File: config.mk
export PLATFORM = sky130hd
export DESIGN_NAME = bw_input_ctrl
export DESIGN_NICKNAME = d
export VERILOG_FILES = /design/src/rtl/bw_input_pkg.sv /design/src/rtl/bw_coin_stretch.sv /design/src/rtl/bw_input_ctrl.sv
export SDC_FILE = /design/constraint.sdc
export NUM_CORES = 1
export LEC_CHECK = 0
export ABC_CLOCK_PERIOD_IN_PS = 3900
export CAP_MARGIN = 40
export CORE_ASPECT_RATIO = 0.7
export CORE_MARGIN = 2
export CORE_UTILIZATION = 51
export DETAILED_ROUTE_END_ITERATION = 6
export PLACE_DENSITY = 0.85
export SETUP_SLACK_MARGIN = 0.3
export SYNTH_ARGS = -nofsm -noshare
export SYNTH_HDL_FRONTEND = slang
export SYNTH_SLANG_ARGS = --single-unit
File: constraint.sdc
create_clock -name clk_25 -period 3.9 [get_ports clk_25]
set_input_delay 0.78 -clock clk_25 [delete_from_list [all_inputs] [get_ports clk_25]]
set_output_delay 0.78 -clock clk_25 [all_outputs]
set_load 0.005 [all_outputs]
File: src/rtl/bw_input_pkg.sv
// rtl/bw_input_pkg.sv - shared types and constants for the Black Widow family input controller
package bw_input_pkg;

    typedef enum logic [1:0] {
        GAME_BWIDOW   = 2'd0,
        GAME_GRAVITAR = 2'd1,
        GAME_LUNARBAT = 2'd2,
        GAME_SPACDUEL = 2'd3
    } game_t;

    typedef enum logic {
        COIN_IDLE = 1'b0,
        COIN_HOLD = 1'b1
    } coin_state_t;

    localparam logic [7:0] SC_UP       = 8'h75;
    localparam logic [7:0] SC_DOWN     = 8'h72;
    localparam logic [7:0] SC_LEFT     = 8'h6B;
    localparam logic [7:0] SC_RIGHT    = 8'h74;
    localparam logic [7:0] SC_START1_A = 8'h05;
    localparam logic [7:0] SC_START1_B = 8'h16;
    localparam logic [7:0] SC_START2_A = 8'h06;
    localparam logic [7:0] SC_START2_B = 8'h1E;
    localparam logic [7:0] SC_FIRE_A   = 8'h14;
    localparam logic [7:0] SC_FIRE_B   = 8'h11;
    localparam logic [7:0] SC_FIRE_C   = 8'h29;
    localparam logic [7:0] SC_FIRE_D   = 8'h12;
    localparam logic [7:0] SC_COIN1    = 8'h2E;
    localparam logic [7:0] SC_COIN2    = 8'h36;

    localparam logic [7:0] IOCTL_IDX_GAME = 8'd1;
    localparam logic [7:0] IOCTL_IDX_DIP  = 8'd254;

    localparam int COIN_MIN_DEFAULT = 2500;

endpackage

File: src/rtl/bw_coin_stretch.sv
// rtl/bw_coin_stretch.sv - stretches short coin pulses to a minimum asserted length
module bw_coin_stretch
    import bw_input_pkg::*;
#(
    parameter int COIN_MIN = COIN_MIN_DEFAULT
) (
    input  logic clk_25,
    input  logic RESET_L,
    input  logic coin_raw,
    output logic coin
);

    localparam int CW = (COIN_MIN > 2) ? $clog2(COIN_MIN) : 1;
    // The raw cycle that triggers the stretch counts toward the minimum, so HOLD covers the rest.
    localparam logic [CW-1:0] LOAD = CW'(COIN_MIN - 1);

    coin_state_t   state_q, state_d;
    logic [CW-1:0] cnt_q, cnt_d;
    logic          raw_q;

    // State, counter and previous raw level; reset forces IDLE immediately.
    always_ff @(posedge clk_25 or negedge RESET_L) begin
        if (!RESET_L) begin
            state_q <= COIN_IDLE;
            cnt_q   <= '0;
            raw_q   <= 1'b0;
        end else begin
            state_q <= state_d;
            cnt_q   <= cnt_d;
            raw_q   <= coin_raw;
        end
    end

    // Next state: start on a raw rising edge, leave HOLD as the countdown reaches zero.
    always_comb begin
        state_d = state_q;
        cnt_d   = cnt_q;
        case (state_q)
            COIN_IDLE: begin
                if (coin_raw && !raw_q) begin
                    state_d = COIN_HOLD;
                    cnt_d   = LOAD;
                end
            end
            COIN_HOLD: begin
                if (cnt_q <= CW'(1)) begin
                    state_d = COIN_IDLE;
                    cnt_d   = '0;
                end else begin
                    cnt_d = cnt_q - CW'(1);
                end
            end
            default: begin
                state_d = COIN_IDLE;
                cnt_d   = '0;
            end
        endcase
    end

    assign coin = (state_q == COIN_HOLD) | coin_raw;

endmodule

File: src/rtl/bw_input_ctrl.sv
// rtl/bw_input_ctrl.sv - keyboard/joystick/DIP input mapping for the Black Widow family
module bw_input_ctrl
    import bw_input_pkg::*;
#(
    parameter int COIN_MIN = COIN_MIN_DEFAULT
) (
    input  logic        clk_25,
    input  logic        RESET_L,
    input  logic [10:0] ps2_key,
    input  logic [15:0] joy,
    input  logic        ioctl_wr,
    input  logic [7:0]  ioctl_index,
    input  logic [24:0] ioctl_addr,
    input  logic [7:0]  ioctl_dout,
    output logic [7:0]  input_0,
    output logic [7:0]  input_3,
    output logic [7:0]  input_4,
    output logic [7:0]  sw_d4,
    output logic [7:0]  sw_b4,
    output logic [1:0]  game
);

    logic tog_q, armed_q, key_event, pressed;
    logic k_up, k_down, k_left, k_right, k_start1, k_start2;
    logic k_fire_a, k_fire_b, k_fire_c, k_fire_d, k_coin1, k_coin2;
    logic [7:0] game_reg;
    logic [7:0] sw [8];
    logic up, down, left, right, start1, start2;
    logic fire_right, fire_left, fire_up, fire_down, coin_raw, coin;
    logic title_valid;
    logic [7:0] in0_d, in3_d, in4_d, d4_d, b4_d;
    logic unused_bits;

    assign pressed   = ps2_key[9];
    assign key_event = armed_q && (ps2_key[10] != tog_q);

    // Toggle history; the first edge out of reset only arms, so a stale toggle is not taken as a key.
    always_ff @(posedge clk_25 or negedge RESET_L) begin
        if (!RESET_L) begin
            tog_q   <= 1'b0;
            armed_q <= 1'b0;
        end else begin
            tog_q   <= ps2_key[10];
            armed_q <= 1'b1;
        end
    end

    // Key latches follow the pressed flag of each recognised scan code.
    always_ff @(posedge clk_25 or negedge RESET_L) begin
        if (!RESET_L) begin
            k_up     <= 1'b0;
            k_down   <= 1'b0;
            k_left   <= 1'b0;
            k_right  <= 1'b0;
            k_start1 <= 1'b0;
            k_start2 <= 1'b0;
            k_fire_a <= 1'b0;
            k_fire_b <= 1'b0;
            k_fire_c <= 1'b0;
            k_fire_d <= 1'b0;
            k_coin1  <= 1'b0;
            k_coin2  <= 1'b0;
        end else if (key_event) begin
            case (ps2_key[7:0])
                SC_UP:                    k_up     <= pressed;
                SC_DOWN:                  k_down   <= pressed;
                SC_LEFT:                  k_left   <= pressed;
                SC_RIGHT:                 k_right  <= pressed;
                SC_START1_A, SC_START1_B: k_start1 <= pressed;
                SC_START2_A, SC_START2_B: k_start2 <= pressed;
                SC_FIRE_A:                k_fire_a <= pressed;
                SC_FIRE_B:                k_fire_b <= pressed;
                SC_FIRE_C:                k_fire_c <= pressed;
                SC_FIRE_D:                k_fire_d <= pressed;
                SC_COIN1:                 k_coin1  <= pressed;
                SC_COIN2:                 k_coin2  <= pressed;
                default: ;
            endcase
        end
    end

    // Download port: title select and the eight DIP bytes at the bottom of the DIP index.
    always_ff @(posedge clk_25 or negedge RESET_L) begin
        if (!RESET_L) begin
            game_reg <= 8'd0;
            for (int i = 0; i < 8; i++) sw[i] <= 8'h00;
        end else begin
            if (ioctl_wr && ioctl_index == IOCTL_IDX_GAME)
                game_reg <= ioctl_dout;
            if (ioctl_wr && ioctl_index == IOCTL_IDX_DIP && ioctl_addr[24:3] == 22'd0)
                sw[ioctl_addr[2:0]] <= ioctl_dout;
        end
    end

    assign up         = k_up     | joy[3];
    assign down       = k_down   | joy[2];
    assign left       = k_left   | joy[1];
    assign right      = k_right  | joy[0];
    assign fire_right = k_fire_a | joy[4];
    assign fire_left  = k_fire_b | joy[5];
    assign fire_up    = k_fire_d | joy[6];
    assign fire_down  = k_fire_c | joy[7];
    assign start1     = k_start1 | joy[8];
    assign start2     = k_start2 | joy[9];
    assign coin_raw   = k_coin1 | k_coin2 | joy[10];

    bw_coin_stretch #(.COIN_MIN(COIN_MIN)) u_coin_stretch (
        .clk_25   (clk_25),
        .RESET_L  (RESET_L),
        .coin_raw (coin_raw),
        .coin     (coin)
    );

    assign title_valid = (game_reg[7:2] == 6'd0);

    // Per-title port layout; idle ports read all ones (active-low cabinet inputs).
    always_comb begin
        in0_d = 8'hFF;
        in3_d = 8'hFF;
        in4_d = 8'hFF;
        d4_d  = sw[0];
        b4_d  = sw[1];
        if (title_valid) begin
            case (game_t'(game_reg[1:0]))
                GAME_BWIDOW: begin
                    in0_d = ~{1'b0, 1'b1, sw[2][0], sw[2][1], 2'b00, coin, 1'b0};
                    in3_d = ~{4'b0000, up, down, left, right};
                    in4_d = ~{1'b0, start2, start1, 1'b0, fire_up, fire_down, fire_left, fire_right};
                end
                GAME_GRAVITAR: begin
                    in0_d = ~{1'b0, 1'b1, sw[2][0], sw[2][1], 2'b00, coin, 1'b0};
                    in3_d = ~{3'b000, fire_left, left, right, fire_right, fire_down};
                    in4_d = ~{1'b0, start2, start1, 5'b00000};
                end
                GAME_LUNARBAT: begin
                    in0_d = ~{1'b0, 1'b1, sw[2][0], sw[2][1], 2'b00, coin, 1'b0};
                    in3_d = {1'b0, start2, start1, fire_left, fire_down, fire_right, right, left};
                    d4_d  = 8'hFF;
                    b4_d  = 8'hFF;
                end
                default: ;
            endcase
        end
    end

    // Output register so every source change shows up exactly one edge later.
    always_ff @(posedge clk_25 or negedge RESET_L) begin
        if (!RESET_L) begin
            input_0 <= 8'hBF;
            input_3 <= 8'hFF;
            input_4 <= 8'hFF;
            sw_d4   <= 8'h00;
            sw_b4   <= 8'h00;
            game    <= 2'd0;
        end else begin
            input_0 <= in0_d;
            input_3 <= in3_d;
            input_4 <= in4_d;
            sw_d4   <= d4_d;
            sw_b4   <= b4_d;
            game    <= game_reg[1:0];
        end
    end

    assign unused_bits = ^{ps2_key[8], sw[2][7:2], sw[3], sw[4], sw[5], sw[6], sw[7]};

endmodule
### Word-level counts from Yosys, hierarchy flattened

Index checks and enable logic that the tools add are counted.

| word-level totals | value |
|---|---|
| input port bits | 71 |
| output and inout bits | 42 |
| register bits after elaboration | 142 |

| cells by class | value |
|---|---|
| $lt $le $gt $ge | 3 |
| reductions and logical operators | 25 |
| muxes and demuxes | 19 |
| eq/ne operators | 20 |
| bitwise gates (word level) | 20 |
| add/subtract/negate cells | 1 |

Operator list:

| kind | number |
|---|---|
| $mux 8 | 9 |
| $bwmux 64 | 1 |
| $eq 8x5->1 const B | 5 |
| $eq 8x7->1 const B | 4 |
| $demux 8 s3 | 1 |
| $eq 8x6->1 const B | 3 |
| $mux 12 | 2 |
| $not 7->8 | 3 |
| $pmux 12 s2 | 1 |
| $pmux 8 s3 | 1 |
| $reduce_and 2->1 | 12 |
| $logic_not 22->1 | 1 |
| $eq 8x3->1 const B | 2 |
| $pmux 8 s2 | 1 |
| $or 1x1->1 | 13 |
| $le 12x1->1 const B | 1 |
| $sub 12x1->12 const B | 1 |
| $eq 8x1->1 const B | 1 |
| $eq 8x8->1 const B | 1 |
| $not 4->8 | 1 |
| $not 5->8 | 1 |
| $logic_and 1x1->1 | 6 |
| $logic_not 6->1 | 1 |
| $ge 4x4->1 const B | 1 |
| other kinds (13) | 15 |

### Logic depth before layout (Yosys ltp)

| depth | value |
|---|---|
| depth in word-level cells | 6 |
| mapped depth | 7 |
| gate-level depth less buffers | 6 |

### Hierarchy

From an unflattened synthesis, not the netlist that was laid out.

| unflattened totals | value |
|---|---|
| cell total of the unflattened synthesis | 327 |
| area, all modules | 3937.5 um^2 |

By module, submodules not included:

| module | area an instance (um^2) | cells an instance | seq. area each (um^2) | times used |
|---|---|---|---|---|
| bw_input_ctrl | 3141.8 | 245 | 1923.1 | 1 |
| bw_coin_stretch | 795.8 | 82 | 350.3 | 1 |

### Worst setup path after synthesis

No wires, ideal clock.

| timing | value |
|---|---|
| path type | input-to-reg |
| start | input port ioctl_addr[22] |
| end | register sw[48] in the netlist's numbering |
| arrival time | 2216 ps |
| setup slack | 1559 ps |
| buffers on the path | 0 |
| cell stages on the path | 4 |
| setup time | 125 ps |
| cells stage by stage | nor4_1 -> nand4_1 -> nor4_2 -> mux2_2 |

| between the ends | value |
|---|---|
| cells in the longest elaborated chain, start to end | 2 |

Ends and longest elaborated chain:

| item | line | text |
|---|---|---|
| start: declaration | bw_input_ctrl.sv:13 | `input logic [24:0] ioctl_addr,` |
| $logic_not 22->1 | bw_input_ctrl.sv:90 | `if (ioctl_wr && ioctl_index == IOCTL_IDX_DIP && ioctl_addr[24:3] == 22'd0)` |
| $logic_and 1x1->1 | bw_input_ctrl.sv:90 |  |
| end signal: indexed assignment | bw_input_ctrl.sv:91 | `sw[ioctl_addr[2:0]] <= ioctl_dout;` |
| end: declaration | bw_input_ctrl.sv:27 | `logic [7:0] sw [8];` |

No other way between the ends.
A chain may end at the register's enable or synchronous reset.

### Worst setup path in the final report

| timing | value |
|---|---|
| start | input port ioctl_addr[9] |
| end | register sw[40] in the netlist's numbering |

The elaborated chain is that of the path after synthesis.

==> impl_metrics.env <==
export IMPL_status="finished clean"
export IMPL_yosysSeqAreaShare=0.586
export IMPL_initial_core_util=0.528
export IMPL_post_route_drc_count=0
export IMPL_hpwl_um=6110
export IMPL_antenna_left=0
export IMPL_synth_distinct_cells=50
export IMPL_p_clk_frac=0.316
export IMPL_root_buffer="clkbuf_8"
export IMPL_drt_first_iter_violations=129
export IMPL_via_per_inst=5.48
export IMPL_clock_skew_ns=0.00994
export IMPL_layout_nets=496
export IMPL_core_area_sq_um=7350
export IMPL_die_h_um=77.0
export IMPL_place_congestion=0.862
export IMPL_setup_viol=0
export IMPL_synth_avg_cell_area_sq_um=12.2
export IMPL_switchingPower_w=0.000442
export IMPL_final_common_cell="clkdlybuf4s50_1"
export IMPL_grt_first_pass_wirelength_um=13400
export IMPL_cts_hold_buf=0
export IMPL_grt_overflow=0
export IMPL_cp_start_kind="input pin"
export IMPL_cts_tree="yes"
export IMPL_grt_usage=0.207
export IMPL_grt_max_degree=61
export IMPL_grt_antenna_before_repair=0
export IMPL_clkTransAtPathRegs_ns=0.09
export IMPL_required_ns=4.15
export IMPL_ys_ff_latch=90
export IMPL_wl_per_cell_um=15.7
export IMPL_hold_viol=0
export IMPL_slowest_delay_ns=0.51
export IMPL_synth_edff_count=0
export IMPL_rsz0062_at_grt="false"
export IMPL_fp_dieArea_sq_um=8330
export IMPL_p_seq_frac=0.552
export IMPL_synth_area_sq_um=3880
export IMPL_dp_cells=510
export IMPL_port_buffers=100
export IMPL_final_cells=526
export IMPL_hp_class="flip-flop to flip-flop"
export IMPL_path_max_fanout=3
export IMPL_cts_sinks=90
export IMPL_setup_tns_ns=0
export IMPL_ios=113
export IMPL_die_w_um=108
export IMPL_syn_instance_count=318
export IMPL_clock_latency_ns=0.36
export IMPL_path_cells="clkdlybuf4s50_1 -> nor4_1 -> nand4_1 -> nor4b_1 -> mux2_2"
export IMPL_cp_end_kind="flip-flop"
export IMPL_fin_crit_sh=0.608
export IMPL_cts_resized=0
export IMPL_combPwrFrac=0.132
export IMPL_cts_made_buffers=9
export IMPL_crit_slowest_cell="nor4b_1"
export IMPL_critPathKind="input pin to flip-flop"
export IMPL_fin_crit_ns=2.37
export IMPL_utilization=0.700
export IMPL_n_antenna_cell=0
export IMPL_clock_path_buffers=2
export IMPL_grt_pass1_vias=2854
export IMPL_largest_reg_flops=18
export IMPL_crit_family="simple AND/OR/NAND/NOR gates"
export IMPL_cp_num_buf_inv=1
export IMPL_ys_flop_type="dfrtp_1"
export IMPL_worst_slew_pin_slew_ns=0.786
export IMPL_drive_gt1_frac=0.194
export IMPL_max_cap_viol_count=0
export IMPL_whs_ns=0.402
export IMPL_ys_async_sr_fraction=1.00
export IMPL_fmax_mhz=422
export IMPL_slew_violations=0
export IMPL_finalWirelength_um=8260
export IMPL_pwr_density_cell_nw_per_um2=355
export IMPL_dr_pass1_iters=4
export IMPL_rows=26
export IMPL_arrival_ns=2.62
export IMPL_post_cts_repair_setup_buffers=0
export IMPL_ys_warn_count=0
export IMPL_peakVddDrop_mv=0.273
export IMPL_via_count=2884
export IMPL_swShare=0.242
export IMPL_layout_common_cells="clkdlybuf4s50_1 (99), dfrtp_1 (73), mux2_2 (38), nand2b_1 (20)"
export IMPL_p_leak_nw=2.29
export IMPL_p_int_w=0.00138
export IMPL_cts_htree_levels=3
export IMPL_syn_to_final_growth_pct=32.6
export IMPL_slew_headroom=0.471
## worst paths after layout
kind | slack [ns] | end | cells after the start | startpoint
max | 1.53 | sw[40] | 5 | ioctl_addr[9]
min | 0.40 | input_0[5] | 1 | sw[40]
max reg2reg | 1.64 | u_coin_stretch.cnt_q[10] | 6 | u_coin_stretch.cnt_q[1]
min reg2reg | 0.40 | input_0[5] | 1 | sw[40]
max in group asynchronous | 2.64 | input_4[2] | 2 | RESET_L
min in group asynchronous | 0.47 | sw[40] | 1 | RESET_L
## power by group through the flow
stage / Clock [W] / Combinational [W] / Sequential (W)
2_1_floorplan: 0 / 0.0000652 / 0.00103
3_3_place_gp: 0 / 0.000237 / 0.00103
3_5_place_dp: 0 / 0.000242 / 0.00103
4_1_cts: 0.000595 / 0.000244 / 0.00101
5_1_grt: 0.000629 / 0.000263 / 0.00101
6_report: 0.000577 / 0.000240 / 0.00101
## kinds of logic (layout without fill, tap and decap cells)
group,count (synthesis),in the layout,synth area share
buf+inv,23,127,0.0297
mux,39,39,0.113
fa+ha+maj,2,2,0.00645
flops,90,90,0.586
other cells,1,7,0.000966
compound gates,43,43,0.0722
xor+xnor,4,4,0.00903
simple gates,116,116,0.183
## layer usage
metal / routed length [um] / part of all wire / GRT usage
met1: 3700 / 0.45 / 0.273
met2: 3790 / 0.46 / 0.337
met3: 712 / 0.086 / 0.0697
met4: 54 / 0.0065 / 0.0423
met5: 0 / 0 / 0
## cells in the mapped netlist (3+ instances only)
| library cell | n | area, sq um |
|---|---|---|
| buf_4 | 6 | 45.0 |
| dfrtp_1 | 73 | 1830 |
| a311oi_1 | 3 | 26.3 |
| inv_1 | 7 | 26.3 |
| nor2_1 | 13 | 48.8 |
| nor2b_1 | 6 | 37.5 |
| and2_1 | 4 | 25.0 |
| or4_1 | 4 | 30.0 |
| dfstp_2 | 17 | 447 |
| nand2b_1 | 20 | 125 |
| a211oi_1 | 6 | 45.0 |
| clkbuf_1 | 7 | 26.3 |
| mux2_2 | 38 | 428 |
| or3_1 | 3 | 18.8 |
| o21ai_0 | 17 | 85.1 |
| nand3_1 | 7 | 35.0 |
| nor4_1 | 11 | 68.8 |
| nand4_1 | 8 | 50.1 |
| nand2_1 | 8 | 30.0 |
| nor3_1 | 13 | 65.1 |
| nor4b_1 | 3 | 26.3 |
| a21oi_1 | 5 | 25.0 |
| o21a_1 | 3 | 22.5 |
## cell type report
| type | instances | area, sq um |
|---|---|---|
| multi-input combinational | 211 | 1520 |
| fill | 533 | 2210 |
| inverter | 7 | 26.3 |
| tap | 98 | 123 |
| timing repair buffer | 104 | 1030 |
| clock buffer | 11 | 141 |
| clock inverter | 5 | 38.8 |
| sequential | 90 | 2270 |
## through the flow
step / area [sq um] / power, W / worst slack, ns
after floorplan: 3900 / 0.00109 / 1.56
after global placement: 4970 / 0.00126 / 1.18
after detailed placement: 4970 / 0.00127 / 1.12
after CTS: 5150 / 0.00185 / 1.51
after global routing: 5150 / 0.00190 / 1.34
final: 5150 / 0.00182 / 1.53
No activity file was read; power rests on OpenSTA's default activity.
